<file path="src/rtl/key_action_gen.sv">
// Turns PS/2 decoder key events into one-cycle game action pulses, with DAS/ARR horizontal auto-repeat and a pause toggle.
// Optional macro KEY_ACTION_SOFT_REPEAT_EN: adds a periodic soft-drop repeat while DOWN is held.
module key_action_gen #(
  parameter int unsigned DAS_CYCLES  = 17000000,
  parameter int unsigned ARR_CYCLES  = 5000000,
  parameter int unsigned SOFT_CYCLES = 3000000,
  parameter int unsigned CNT_W       = 25
) (
  input  logic         clk,
  input  logic         rst,
  input  logic [511:0] key_down,
  input  logic [8:0]   last_change,
  input  logic         key_valid,
  output logic         mv_left,
  output logic         mv_right,
  output logic         soft_drop,
  output logic         hard_drop,
  output logic         rot_cw,
  output logic         rot_ccw,
  output logic         paused
);

  localparam logic [8:0] K_LEFT  = 9'h16B;
  localparam logic [8:0] K_RIGHT = 9'h174;
  localparam logic [8:0] K_DOWN  = 9'h172;
  localparam logic [8:0] K_UP    = 9'h175;
  localparam logic [8:0] K_Z     = 9'h01A;
  localparam logic [8:0] K_SPACE = 9'h029;
  localparam logic [8:0] K_P     = 9'h04D;

  localparam logic [CNT_W-1:0] DAS_LAST = CNT_W'(DAS_CYCLES - 1);
  localparam logic [CNT_W-1:0] ARR_LAST = CNT_W'(ARR_CYCLES - 1);
  localparam longint unsigned  MAX_CYC  =
    (DAS_CYCLES > ARR_CYCLES) ? ((DAS_CYCLES > SOFT_CYCLES) ? DAS_CYCLES : SOFT_CYCLES)
                              : ((ARR_CYCLES > SOFT_CYCLES) ? ARR_CYCLES : SOFT_CYCLES);

  if ((64'd1 << CNT_W) <= MAX_CYC) begin : g_cnt_w_check
    $error("CNT_W too narrow for the configured cycle counts");
  end

  typedef enum logic [1:0] {H_IDLE, H_DAS, H_ARR} h_state_t;

  h_state_t         h_st, h_nxt;
  logic             dir, dir_nxt;
  logic [CNT_W-1:0] cnt, cnt_nxt;
  logic             left_nxt, right_nxt, soft_nxt;

  // Stage p0: decode the incoming event
  logic press_p0, left_press_p0, right_press_p0, down_press_p0, pause_nxt_p0;
  logic act_held, opp_held, opp_press;

  assign press_p0       = key_valid && key_down[last_change];
  assign left_press_p0  = press_p0 && (last_change == K_LEFT);
  assign right_press_p0 = press_p0 && (last_change == K_RIGHT);
  assign down_press_p0  = press_p0 && (last_change == K_DOWN);
  // Pause takes effect on the same edge that toggles it, so no pulse leaks out while paused=1.
  assign pause_nxt_p0   = paused ^ (press_p0 && (last_change == K_P));

  assign act_held  = dir ? key_down[K_RIGHT] : key_down[K_LEFT];
  assign opp_held  = dir ? key_down[K_LEFT]  : key_down[K_RIGHT];
  assign opp_press = dir ? left_press_p0     : right_press_p0;

  always_comb begin
    h_nxt     = h_st;
    dir_nxt   = dir;
    cnt_nxt   = cnt;
    left_nxt  = 1'b0;
    right_nxt = 1'b0;
    if (pause_nxt_p0) begin
      h_nxt   = H_IDLE;
      cnt_nxt = '0;
    end else begin
      case (h_st)
        H_IDLE: begin
          if (left_press_p0) begin
            left_nxt = 1'b1;
            dir_nxt  = 1'b0;
            cnt_nxt  = '0;
            h_nxt    = H_DAS;
          end else if (right_press_p0) begin
            right_nxt = 1'b1;
            dir_nxt   = 1'b1;
            cnt_nxt   = '0;
            h_nxt     = H_DAS;
          end
        end
        default: begin
          // Opposite press, or falling back to a still-held opposite key, restarts DAS the other way.
          if (opp_press || (!act_held && opp_held)) begin
            dir_nxt   = ~dir;
            left_nxt  = dir;
            right_nxt = ~dir;
            cnt_nxt   = '0;
            h_nxt     = H_DAS;
          end else if (!act_held) begin
            cnt_nxt = '0;
            h_nxt   = H_IDLE;
          end else if (cnt == ((h_st == H_DAS) ? DAS_LAST : ARR_LAST)) begin
            left_nxt  = ~dir;
            right_nxt = dir;
            cnt_nxt   = '0;
            h_nxt     = H_ARR;
          end else begin
            cnt_nxt = cnt + 1'b1;
          end
        end
      endcase
    end
  end

`ifdef KEY_ACTION_SOFT_REPEAT_EN
  localparam logic [CNT_W-1:0] SOFT_LAST = CNT_W'(SOFT_CYCLES - 1);

  logic [CNT_W-1:0] soft_cnt, soft_cnt_nxt;
  logic             soft_act, soft_act_nxt;

  // Repeat only follows a fresh DOWN press; unpause or reset with DOWN held stays quiet.
  always_comb begin
    soft_nxt     = 1'b0;
    soft_cnt_nxt = soft_cnt;
    soft_act_nxt = soft_act;
    if (pause_nxt_p0 || !key_down[K_DOWN]) begin
      soft_cnt_nxt = '0;
      soft_act_nxt = 1'b0;
    end else if (down_press_p0) begin
      soft_nxt     = 1'b1;
      soft_cnt_nxt = '0;
      soft_act_nxt = 1'b1;
    end else if (soft_act && (soft_cnt == SOFT_LAST)) begin
      soft_nxt     = 1'b1;
      soft_cnt_nxt = '0;
    end else if (soft_act) begin
      soft_cnt_nxt = soft_cnt + 1'b1;
    end
  end

  always_ff @(posedge clk or posedge rst) begin
    if (rst) begin
      soft_cnt <= '0;
      soft_act <= 1'b0;
    end else begin
      soft_cnt <= soft_cnt_nxt;
      soft_act <= soft_act_nxt;
    end
  end
`else
  assign soft_nxt = down_press_p0 && !pause_nxt_p0;
`endif

  // Stage p1: registered state and action pulses
  always_ff @(posedge clk or posedge rst) begin
    if (rst) begin
      h_st      <= H_IDLE;
      dir       <= 1'b0;
      cnt       <= '0;
      paused    <= 1'b0;
      mv_left   <= 1'b0;
      mv_right  <= 1'b0;
      soft_drop <= 1'b0;
      hard_drop <= 1'b0;
      rot_cw    <= 1'b0;
      rot_ccw   <= 1'b0;
    end else begin
      h_st      <= h_nxt;
      dir       <= dir_nxt;
      cnt       <= cnt_nxt;
      paused    <= pause_nxt_p0;
      mv_left   <= left_nxt;
      mv_right  <= right_nxt;
      soft_drop <= soft_nxt;
      hard_drop <= press_p0 && (last_change == K_SPACE) && !pause_nxt_p0;
      rot_cw    <= press_p0 && (last_change == K_UP)    && !pause_nxt_p0;
      rot_ccw   <= press_p0 && (last_change == K_Z)     && !pause_nxt_p0;
    end
  end

endmodule

</file>
<file path="config.mk">
export PLATFORM = sky130hd
export DESIGN_NAME = key_action_gen
export DESIGN_NICKNAME = d
export VERILOG_FILES = /design/src/rtl/key_action_gen.sv
export SDC_FILE = /design/constraint.sdc
export NUM_CORES = 1
export LEC_CHECK = 0
export CAP_MARGIN = 20
export CELL_PAD_IN_SITES_DETAIL_PLACEMENT = 1
export CELL_PAD_IN_SITES_GLOBAL_PLACEMENT = 2
export CORE_AREA = 5 5 202 204
export DETAILED_ROUTE_END_ITERATION = 10
export DIE_AREA = 0 0 207 209
export PLACE_DENSITY = 0.92
export SYNTH_ARGS = -nofsm -noshare
export SYNTH_HDL_FRONTEND = slang
export SYNTH_SLANG_ARGS = --single-unit
</file>
<file path="constraint.sdc">
create_clock -name clk -period 4.4 [get_ports clk]
set_clock_uncertainty 0.05 [all_clocks]
set_input_delay 1.1 -clock clk [delete_from_list [all_inputs] [get_ports clk]]
set_output_delay 1.1 -clock clk [all_outputs]
set_load 0.05 [all_outputs]
</file>
==> results.sh, run 1 <==
export IMPL_final_common_cell="clkdlybuf4s50_1"
export IMPL_synth_edf_count=0
export IMPL_gr_total_overflow=0
export IMPL_reg2reg_to="cnt[23]"
export IMPL_place_area_mm2=0.01269
export IMPL_clk_latency_ps=280
export IMPL_holdPathStages=1
export IMPL_die_y_um=209
export IMPL_drt_initial_drc_count=474
export IMPL_grt_pass1_wl_um=63770
export IMPL_finalWirelength_um=44530
export IMPL_path_class="primary input to flop"
export IMPL_hp_class="flop to flop"
export IMPL_final_util_pct=32.85
export IMPL_synthFlopType="dfrtp_1"
export IMPL_hold_start="cnt[23]"
export IMPL_final_layout_size_suffix_gt1_share_pct=14.94
export IMPL_track_usage_pct=19.54
export IMPL_timing_hold_ws_ps=476.1
export IMPL_htree_levels=2
export IMPL_gp_congestion=0.8972
export IMPL_grt_max_degree=64
export IMPL_synth_top_cell_area_share_pct=32.80
export IMPL_routedWlPerCell_um=26.06
export IMPL_cp_max_fo=12
export IMPL_drv_cap=0
export IMPL_fmax_mhz=249.7
export IMPL_yosysWarnings=0
export IMPL_post_route_min_period_ps=4004
export IMPL_r2r_setup_slack_ps=1490
export IMPL_yosysSeqAreaShare_pct=12.88
export IMPL_finalSetupViolations=0
export IMPL_finalPower_mw=1.686
export IMPL_max_slew_margin_pct=57.26
export IMPL_dp_cells=1694
export IMPL_cts_tree="built"
export IMPL_cp_arrival_ps=4180
export IMPL_slew_violations=0
export IMPL_vias_per_cell=4.912
export IMPL_place_ws_ps=143.7
export IMPL_fin_cells=1709
export IMPL_final_cell_mix="clkdlybuf4s50_1, mux4_2, mux2i_1"
export IMPL_postLayoutCellArea_mm2=0.01284
export IMPL_core_mm2=0.03909
export IMPL_fin_ws_ps=395.5
export IMPL_cts_buffer_depth=2
export IMPL_die_x_um=207
export IMPL_ff2ff_path_depth=8
export IMPL_cts_repair_resized=0
export IMPL_dp_hpwl_um=39390
export IMPL_synthTopCellsByArea="mux4_2, dfrtp_1, mux2i_1, nand2_1, nand3_1"
export IMPL_first_global_vias=9602
export IMPL_hold_buffers=0
export IMPL_crit_required_ps=4570
export IMPL_finalCritPeriodShare_pct=91.01
export IMPL_ys_async_sr_fraction_pct=100.0
export IMPL_syn_area_mm2=0.006798
export IMPL_cts_setup_buffers=0
export IMPL_fin_nets=1702
export IMPL_syn_inst=658
export IMPL_crit_path_start_kind="primary input"
export IMPL_cts_sinks=35
export IMPL_ir_drop_mv=0.1346
export IMPL_syn_to_final_growth_pct=88.94
export IMPL_dieArea_mm2=0.04326
export IMPL_avgSynthCellArea_um2=10.33
export IMPL_pin_count=531
export IMPL_antenna_found_initial=14
export IMPL_tightest_slew_ps=639.1
export IMPL_rsz0062_at_grt="no"
export IMPL_critPathCaptureType="flop"
export IMPL_cts_clk_slew_worst_paths_ps=60
export IMPL_vias=8395
export IMPL_r2r_start="cnt[2]"
export IMPL_ys_ff_latch=35
export IMPL_power_density_mw_per_mm2=131.3
export IMPL_first_pass_iters=5
export IMPL_status="finished, final reports clean"
export IMPL_rows=73
export IMPL_fin_setup_tns_ps=0
export IMPL_hold_viol_final=0
export IMPL_cts_buffers=5
export IMPL_synth_distinct_cells=64
export IMPL_p_leak_nw=4.745
export IMPL_ant_nets=0
export IMPL_synth_top_cell_by_area="mux4_2"
export IMPL_ctsRootBufferMaster="clkbuf_16"
export IMPL_holdPathEnd="cnt[23]"
export IMPL_start_util_pct=17.39
export IMPL_synth_nets=1183
export IMPL_port_buffers=530
export IMPL_drc=0
[state kept, by name, indices dropped and copies added, names as in the netlist]
name / cells
h_st: 2
paused: 1
mv_right: 1
rot_cw: 1
mv_left: 1
cnt: 25
rot_ccw: 1
soft_drop: 1
hard_drop: 1
dir: 1
[cell type report]
class / count / area (µm²)
antenna: 6 / 15.01
clock buffer: 7 / 132.6
clock inverter: 1 / 5.005
fill: 4541 / 26250
inverter: 15 / 56.30
multi-input combinational: 544 / 5409
sequential: 35 / 875.8
tap: 525 / 656.9
timing repair buffer: 576 / 5693
[critical path, stage by stage]
cell and delay (ps):
clkdlybuf4s50_1 740, inv_1 300, a2111oi_0 420, a22oi_1 250
a32oi_1 290, and2_1 420, inv_1 180, a311oi_1 310
o21a_1 150
[metal layers]
layer,track usage [%],vias up,wire (µm)
li1,-,3791,-
met1,23.45,4228,17560
met2,35.12,322,23050
met3,4.504,48,2673
met4,5.358,6,1194
met5,0,-,46
[power breakdown]
part	total [mW]	internal (mW)	switching (mW)
Combinational	1.02	0.667	0.357
Sequential	0.322	0.322	0.0000491
Clock	0.340	0.209	0.131
Total	1.69	1.20	0.488
[cell families after synthesis]
kind of cell,Yosys count,synth area share [%]
compound gates,125,14.25
xor+xnor,1,0.1289
fa+ha+maj,1,0.1840
buf+inv,79,7.546
flops,35,12.88
mux,186,47.51
simple gates,231,17.50
[synthesized netlist by cell type, drive strengths merged (6+ instances only)]
cell     instances
a22o             6
and3            12
nand2           58
nor2b           12
a21oi           10
nand3           43
nor4            10
a32oi           11
mux2i           68
nand4           16
mux2            12
a22oi           19
mux4           106
nand2b           7
inv             13
clkbuf          13
dfrtp           35
nor3            15
nor2            32
a2111oi          6
o211ai          10
buf             51
and2             6
o21ai            6
a31oi           14
[worst max-delay path by stage]
stage / to / startpoint / slack (ps) / cells past startpoint
after floorplan: cnt[12] / last_change[0] / 600 / 12
after global placement: cnt[2] / key_down[13] / 170 / 9
after detailed placement: cnt[2] / key_down[53] / 140 / 9
after CTS: cnt[23] / key_down[13] / 420 / 10
after global routing: dir / last_change[1] / 270 / 11
final: dir / last_change[6] / 400 / 9
No activity file was read; power rests on OpenSTA's default activity.
==> run 2, diff against run 1 <==
--- a/config.mk
+++ b/config.mk
@@ -12,6 +12,7 @@
 export DETAILED_ROUTE_END_ITERATION = 10
 export DIE_AREA = 0 0 207 209
 export PLACE_DENSITY = 0.92
+export RECOVER_POWER = 25
 export SYNTH_ARGS = -nofsm -noshare
 export SYNTH_HDL_FRONTEND = slang
 export SYNTH_SLANG_ARGS = --single-unit
==> run 2 against run 1 <==
Worst hold slack is essentially flat. Wire length hardly changed. Critical endpoint unchanged. Critical path type unchanged. The flow now finishes with violations (capacitance limit, slew limit). Setup slack is essentially flat.
==> results.sh, run 2 (synthesis gave the netlist of run 1 again) <==
export IMPL_status="complete, but fails checks"
export IMPL_violations="capacitance limit, slew limit"
export IMPL_vias=8391
export IMPL_ant_nets=0
export IMPL_first_pass_iters=5
export IMPL_path_class="primary input to flop"
export IMPL_crit_required_ps=4570
export IMPL_place_ws_ps=143.7
export IMPL_track_usage_pct=19.54
export IMPL_largest_reg_flops=25
export IMPL_ctsRootBufferMaster="clkbuf_16"
export IMPL_cts_repair_resized=0
export IMPL_fmax_mhz=249.7
export IMPL_crit_path_start_kind="primary input"
export IMPL_vias_per_cell=4.910
export IMPL_cp_arrival_ps=4180
export IMPL_cts_setup_buffers=0
export IMPL_gr_total_overflow=0
export IMPL_rsz0062_at_grt="no"
export IMPL_slew_violations=36
export IMPL_holdPathEnd="cnt[23]"
export IMPL_holdPathStages=1
export IMPL_drc=0
export IMPL_post_route_min_period_ps=4004
export IMPL_first_global_vias=9602
export IMPL_critPathCaptureType="flop"
export IMPL_rows=73
export IMPL_grt_max_degree=64
export IMPL_start_util_pct=17.39
export IMPL_reg2reg_to="cnt[23]"
export IMPL_die_x_um=207
export IMPL_cts_clk_slew_worst_paths_ps=60
export IMPL_hold_start="cnt[23]"
export IMPL_finalCritPeriodShare_pct=91.00
export IMPL_final_layout_size_suffix_gt1_share_pct=14.86
export IMPL_r2r_setup_slack_ps=1490
export IMPL_grt_pass1_wl_um=63770
export IMPL_max_slew_margin_pct=-32.97
export IMPL_cts_tree="built"
export IMPL_fin_setup_tns_ps=0
export IMPL_place_area_mm2=0.01269
export IMPL_fillerInstances=4541
export IMPL_power_density_mw_per_mm2=131.3
export IMPL_ir_drop_mv=0.1347
export IMPL_fin_ws_ps=395.8
export IMPL_hp_class="flop to flop"
export IMPL_hold_viol_final=0
export IMPL_final_common_cell="clkdlybuf4s50_1"
export IMPL_finalWirelength_um=44540
export IMPL_port_buffers=530
export IMPL_cp_max_fo=12
export IMPL_cts_buffer_depth=2
export IMPL_dieArea_mm2=0.04326
export IMPL_r2r_start="cnt[2]"
export IMPL_dp_hpwl_um=39390
export IMPL_postLayoutCellArea_mm2=0.01284
export IMPL_cts_buffers=5
export IMPL_fin_nets=1702
export IMPL_tightest_slew_ps=1995
export IMPL_cts_sinks=35
export IMPL_drv_cap=1
export IMPL_die_y_um=209
export IMPL_drt_initial_drc_count=479
export IMPL_ff2ff_path_depth=8
export IMPL_p_leak_nw=4.742
export IMPL_htree_levels=2
export IMPL_gp_congestion=0.8972
export IMPL_syn_to_final_growth_pct=88.88
export IMPL_antenna_found_initial=14
export IMPL_finalPower_mw=1.686
export IMPL_routedWlPerCell_um=26.06
export IMPL_finalSetupViolations=0
export IMPL_reg_top3="cnt x25, h_st x2"
export IMPL_regMostFlops="cnt"
export IMPL_hold_buffers=0
export IMPL_final_cell_mix="clkdlybuf4s50_1, mux4_2, mux2i_1"
export IMPL_clk_latency_ps=280
export IMPL_final_util_pct=32.84
export IMPL_core_mm2=0.03909
export IMPL_pin_count=531
## run 2: changes by cell type in the layout (fill, tap and decap cells not counted)
| cell | change |
|---|---|
| dlygate4sd3_1 | +1 |
| clkbuf_1 | +1 |
| buf_4 | -1 |
| clkdlybuf4s50_1 | -1 |
## run 2: critical path, cell delays in order
cell and delay [ps]:
clkdlybuf4s50_1 740, inv_1 300, a2111oi_0 420, a22oi_1 250
a32oi_1 290, and2_1 420, inv_1 180, a311oi_1 310
o21a_1 150
## run 2: how the worst max path moves through the flow
stage	startpoint	end	cells after the start
2_1_floorplan	last_change[0]	cnt[12]	12
3_3_place_gp	key_down[13]	cnt[2]	9
3_5_place_dp	key_down[53]	cnt[2]	9
4_1_cts	key_down[13]	cnt[23]	10
5_1_grt	last_change[1]	dir	11
6_report	last_change[6]	dir	9
## run 2: metrics by stage
stage                     hold slack [ps]  std cells
after floorplan                     422.3        658
after global placement              449.8       1694
after detailed placement            461.9       1694
after CTS                           468.6       1702
after global routing                483.0       1709
final                               476.2       1709
## run 2: per-layer routing
metal,part of all wire [%],routed length [µm],global-route usage [%]
met5,0.10,46,0
met4,2.7,1194,5.358
met3,5.9,2641,4.504
met2,52,23060,35.12
met1,40,17600,23.45
## run 2: power breakdown
part | switching (mW) | internal (mW)
Sequential | 0.0000491 | 0.322
Clock | 0.131 | 0.209
Combinational | 0.357 | 0.666
## run 2: final cells by class
| class | instances | area, µm² | share of cell area [%] |
|---|---|---|---|
| repair buffers | 576 | 5689 | 44.31 |
| multi-input cells | 544 | 5409 | 42.13 |
| flip-flops and latches | 35 | 875.8 | 6.821 |
| well taps | 525 | 656.9 | 5.116 |
| clock buffers | 7 | 132.6 | 1.033 |
| inverters | 15 | 56.30 | 0.4385 |
| diodes | 6 | 15.01 | 0.1169 |
| clock inverters | 1 | 5.005 | 0.03898 |
==> run 3, diff against run 2 <==
--- a/config.mk
+++ b/config.mk
@@ -11,7 +11,7 @@
 export CORE_AREA = 5 5 202 204
 export DETAILED_ROUTE_END_ITERATION = 10
 export DIE_AREA = 0 0 207 209
-export PLACE_DENSITY = 0.92
+export PLACE_DENSITY_LB_ADDON = 0.2
 export RECOVER_POWER = 25
 export SYNTH_ARGS = -nofsm -noshare
 export SYNTH_HDL_FRONTEND = slang
==> run 3 against run 2 <==
The flow still finishes with violations (capacitance limit, slew limit). Worst hold slack got worse by 3.9 ps. Setup slack got worse by 82 ps. Design area rose by 0.86%. Via count fell by 0.63%. Sequential power barely moved. Power fell by 0.37%. Sequential cell count did not move. First-iteration DRC count fell by 7.1%. Clock power barely moved. Critical endpoint is now hard_drop. Largest power group unchanged. Highest routed layer unchanged.
==> results.sh, run 3 (synthesis gave the netlist of run 1 again) <==
export IMPL_grt_pass1_wl_um=67920
export IMPL_path_class="primary input to flop"
export IMPL_cts_tree="built"
export IMPL_postLayoutCellArea_mm2=0.01295
export IMPL_post_route_min_period_ps=4086
export IMPL_start_util_pct=17.39
export IMPL_drv_cap=1
export IMPL_path_common_cell="buf_4"
export IMPL_vias=8338
export IMPL_pwr_share_clk_pct=20.2
export IMPL_finalWirelength_um=47550
export IMPL_crit_path_start_kind="primary input"
export IMPL_dp_hpwl_um=42370
export IMPL_rsz0062_at_grt="no"
export IMPL_crit_chain="buf_6, buf_4, buf_4, mux4_2, and3_1, a21oi_1, a31oi_1, nor3_1, o32ai_2, nand3_1, a2111oi_1"
export IMPL_rows=73
export IMPL_top_usage_layer="met2"
export IMPL_grtUsageMet3_pct=4.834
export IMPL_grtUsageMet2_pct=39.43
export IMPL_slew_violations=36
export IMPL_grt_max_degree=36
export IMPL_syn_to_final_growth_pct=90.50
export IMPL_power_density_mw_per_mm2=129.7
export IMPL_power_frac_comb_pct=60.7
export IMPL_hold_viol_final=0
export IMPL_seqPwrFrac_pct=19.2
export IMPL_track_usage_pct=21.02
export IMPL_p_int_mw=1.194
export IMPL_cp_arrival_ps=4170
export IMPL_antenna_found_initial=10
export IMPL_crit_required_ps=4480
export IMPL_gr_total_overflow=0
export IMPL_reg_top3="cnt x25, h_st x2"
export IMPL_drt_initial_drc_count=445
export IMPL_cts_sinks=35
export IMPL_sw_frac_of_total_pct=28.89
export IMPL_port_buffers=530
export IMPL_cts_clk_slew_worst_paths_ps=60
export IMPL_drc=0
export IMPL_final_layout_size_suffix_gt1_share_pct=15.87
export IMPL_htree_levels=2
export IMPL_final_cell_mix="clkdlybuf4s50_1, mux4_2, mux2i_1"
export IMPL_cts_setup_buffers=0
export IMPL_r2r_setup_slack_ps=1520
export IMPL_cts_buffer_depth=2
export IMPL_place_area_mm2=0.01281
export IMPL_max_slew_margin_pct=-39.43
export IMPL_final_common_cell="clkdlybuf4s50_1"
export IMPL_die_x_um=207
export IMPL_final_util_pct=33.13
export IMPL_core_mm2=0.03909
export IMPL_regMostFlops="cnt"
export IMPL_first_pass_iters=5
export IMPL_finalSetupViolations=0
export IMPL_hp_class="flop to flop"
export IMPL_tightest_slew_ps=2092
export IMPL_largest_reg_flops=25
export IMPL_die_y_um=209
export IMPL_p_leak_nw=4.809
export IMPL_finalCritPeriodShare_pct=92.86
export IMPL_critical_path_buf_inv_count=3
export IMPL_ctsRootBufferMaster="clkbuf_16"
export IMPL_critPathMaxStageDelay_ps=490
export IMPL_cp_max_fo=23
export IMPL_cts_buffers=5
export IMPL_vias_per_cell=4.839
export IMPL_pin_count=531
export IMPL_violations="capacitance limit, slew limit"
export IMPL_ir_drop_mv=0.1646
export IMPL_dieArea_mm2=0.04326
export IMPL_fin_nets=1717
export IMPL_ant_nets=0
export IMPL_routedWlPerCell_um=27.60
export IMPL_p_switching_uw=485.2
export IMPL_fmax_mhz=244.7
export IMPL_grt_use_met1_pct=25.10
export IMPL_clk_latency_ps=280
export IMPL_cpMaxStageDelayCell="a2111oi_1"
export IMPL_status="complete, but fails checks"
export IMPL_gp_congestion=0.8529
export IMPL_critPathTopFamily="compound AO/OA/AOI/OAI gates"
export IMPL_critPathCaptureType="flop"
export IMPL_first_global_vias=9581
-- run 3: per-layer routing --
layer,vias up,part of all wire [%]
li1,3809,-
met1,4213,39
met2,287,54
met3,25,6.0
met4,4,0.87
met5,-,0.029
-- run 3: per-stage QoR --
step / total power [mW] / setup TNS, ps / hold WS, ps / setup slack (ps) / instances
finish: 1.679 / 0 / 472.4 / 314.1 / 1723
global route: 1.760 / 0 / 482.6 / 36.90 / 1722
CTS: 1.699 / 0 / 472.0 / 196.3 / 1716
detailed placement: 1.355 / -98.03 / 465.7 / -98.03 / 1710
global placement: 1.347 / 0 / 445.9 / 90.54 / 1710
floorplan: 0.7244 / 0 / 422.3 / 600.9 / 658
-- run 3: final timing paths --
check                                from        end  depth (start not counted)
max reg2reg                        cnt[2]    cnt[19]                          8
min reg2reg                       cnt[23]    cnt[23]                          1
min                               cnt[23]    cnt[23]                          1
max in group asynchronous             rst    cnt[21]                          3
max                        last_change[1]  hard_drop                         11
min in group asynchronous             rst    cnt[13]                          3
-- run 3: cell type report --
type | instances | area, µm²
Fill cell | 4531 | 26140
Timing Repair Buffer | 591 | 5804
Multi-Input combinational cell | 544 | 5410
Sequential cell | 35 | 875.8
Tap cell | 525 | 656.9
Clock buffer | 6 | 128.9
Inverter | 15 | 56.30
Antenna cell | 7 | 17.52
-- run 3: worst reg2reg max path: stages, from the launching register on --
cell and delay (ps):
dfrtp_1 400, nand3_1 160, or4_1 600, or2_2 370
nor4_1 410, and2_1 370, nand2_1 90, a32oi_1 210
mux2i_1 100
-- run 3: what timing repair did --
item,in CTS,in global routing
hold endpoints to repair,0,0
gates resized for setup,0,1
hold buffers,0,0
setup endpoints to repair,0,1
-- run 3: power groups by stage --
stage                     registers, mW  clock network [mW]  logic [mW]
after floorplan                   0.328                   0       0.397
after global placement            0.328                   0        1.02
after detailed placement          0.328                   0        1.03
after CTS                         0.322               0.344        1.03
after global routing              0.322               0.356        1.08
final                             0.322               0.339        1.02
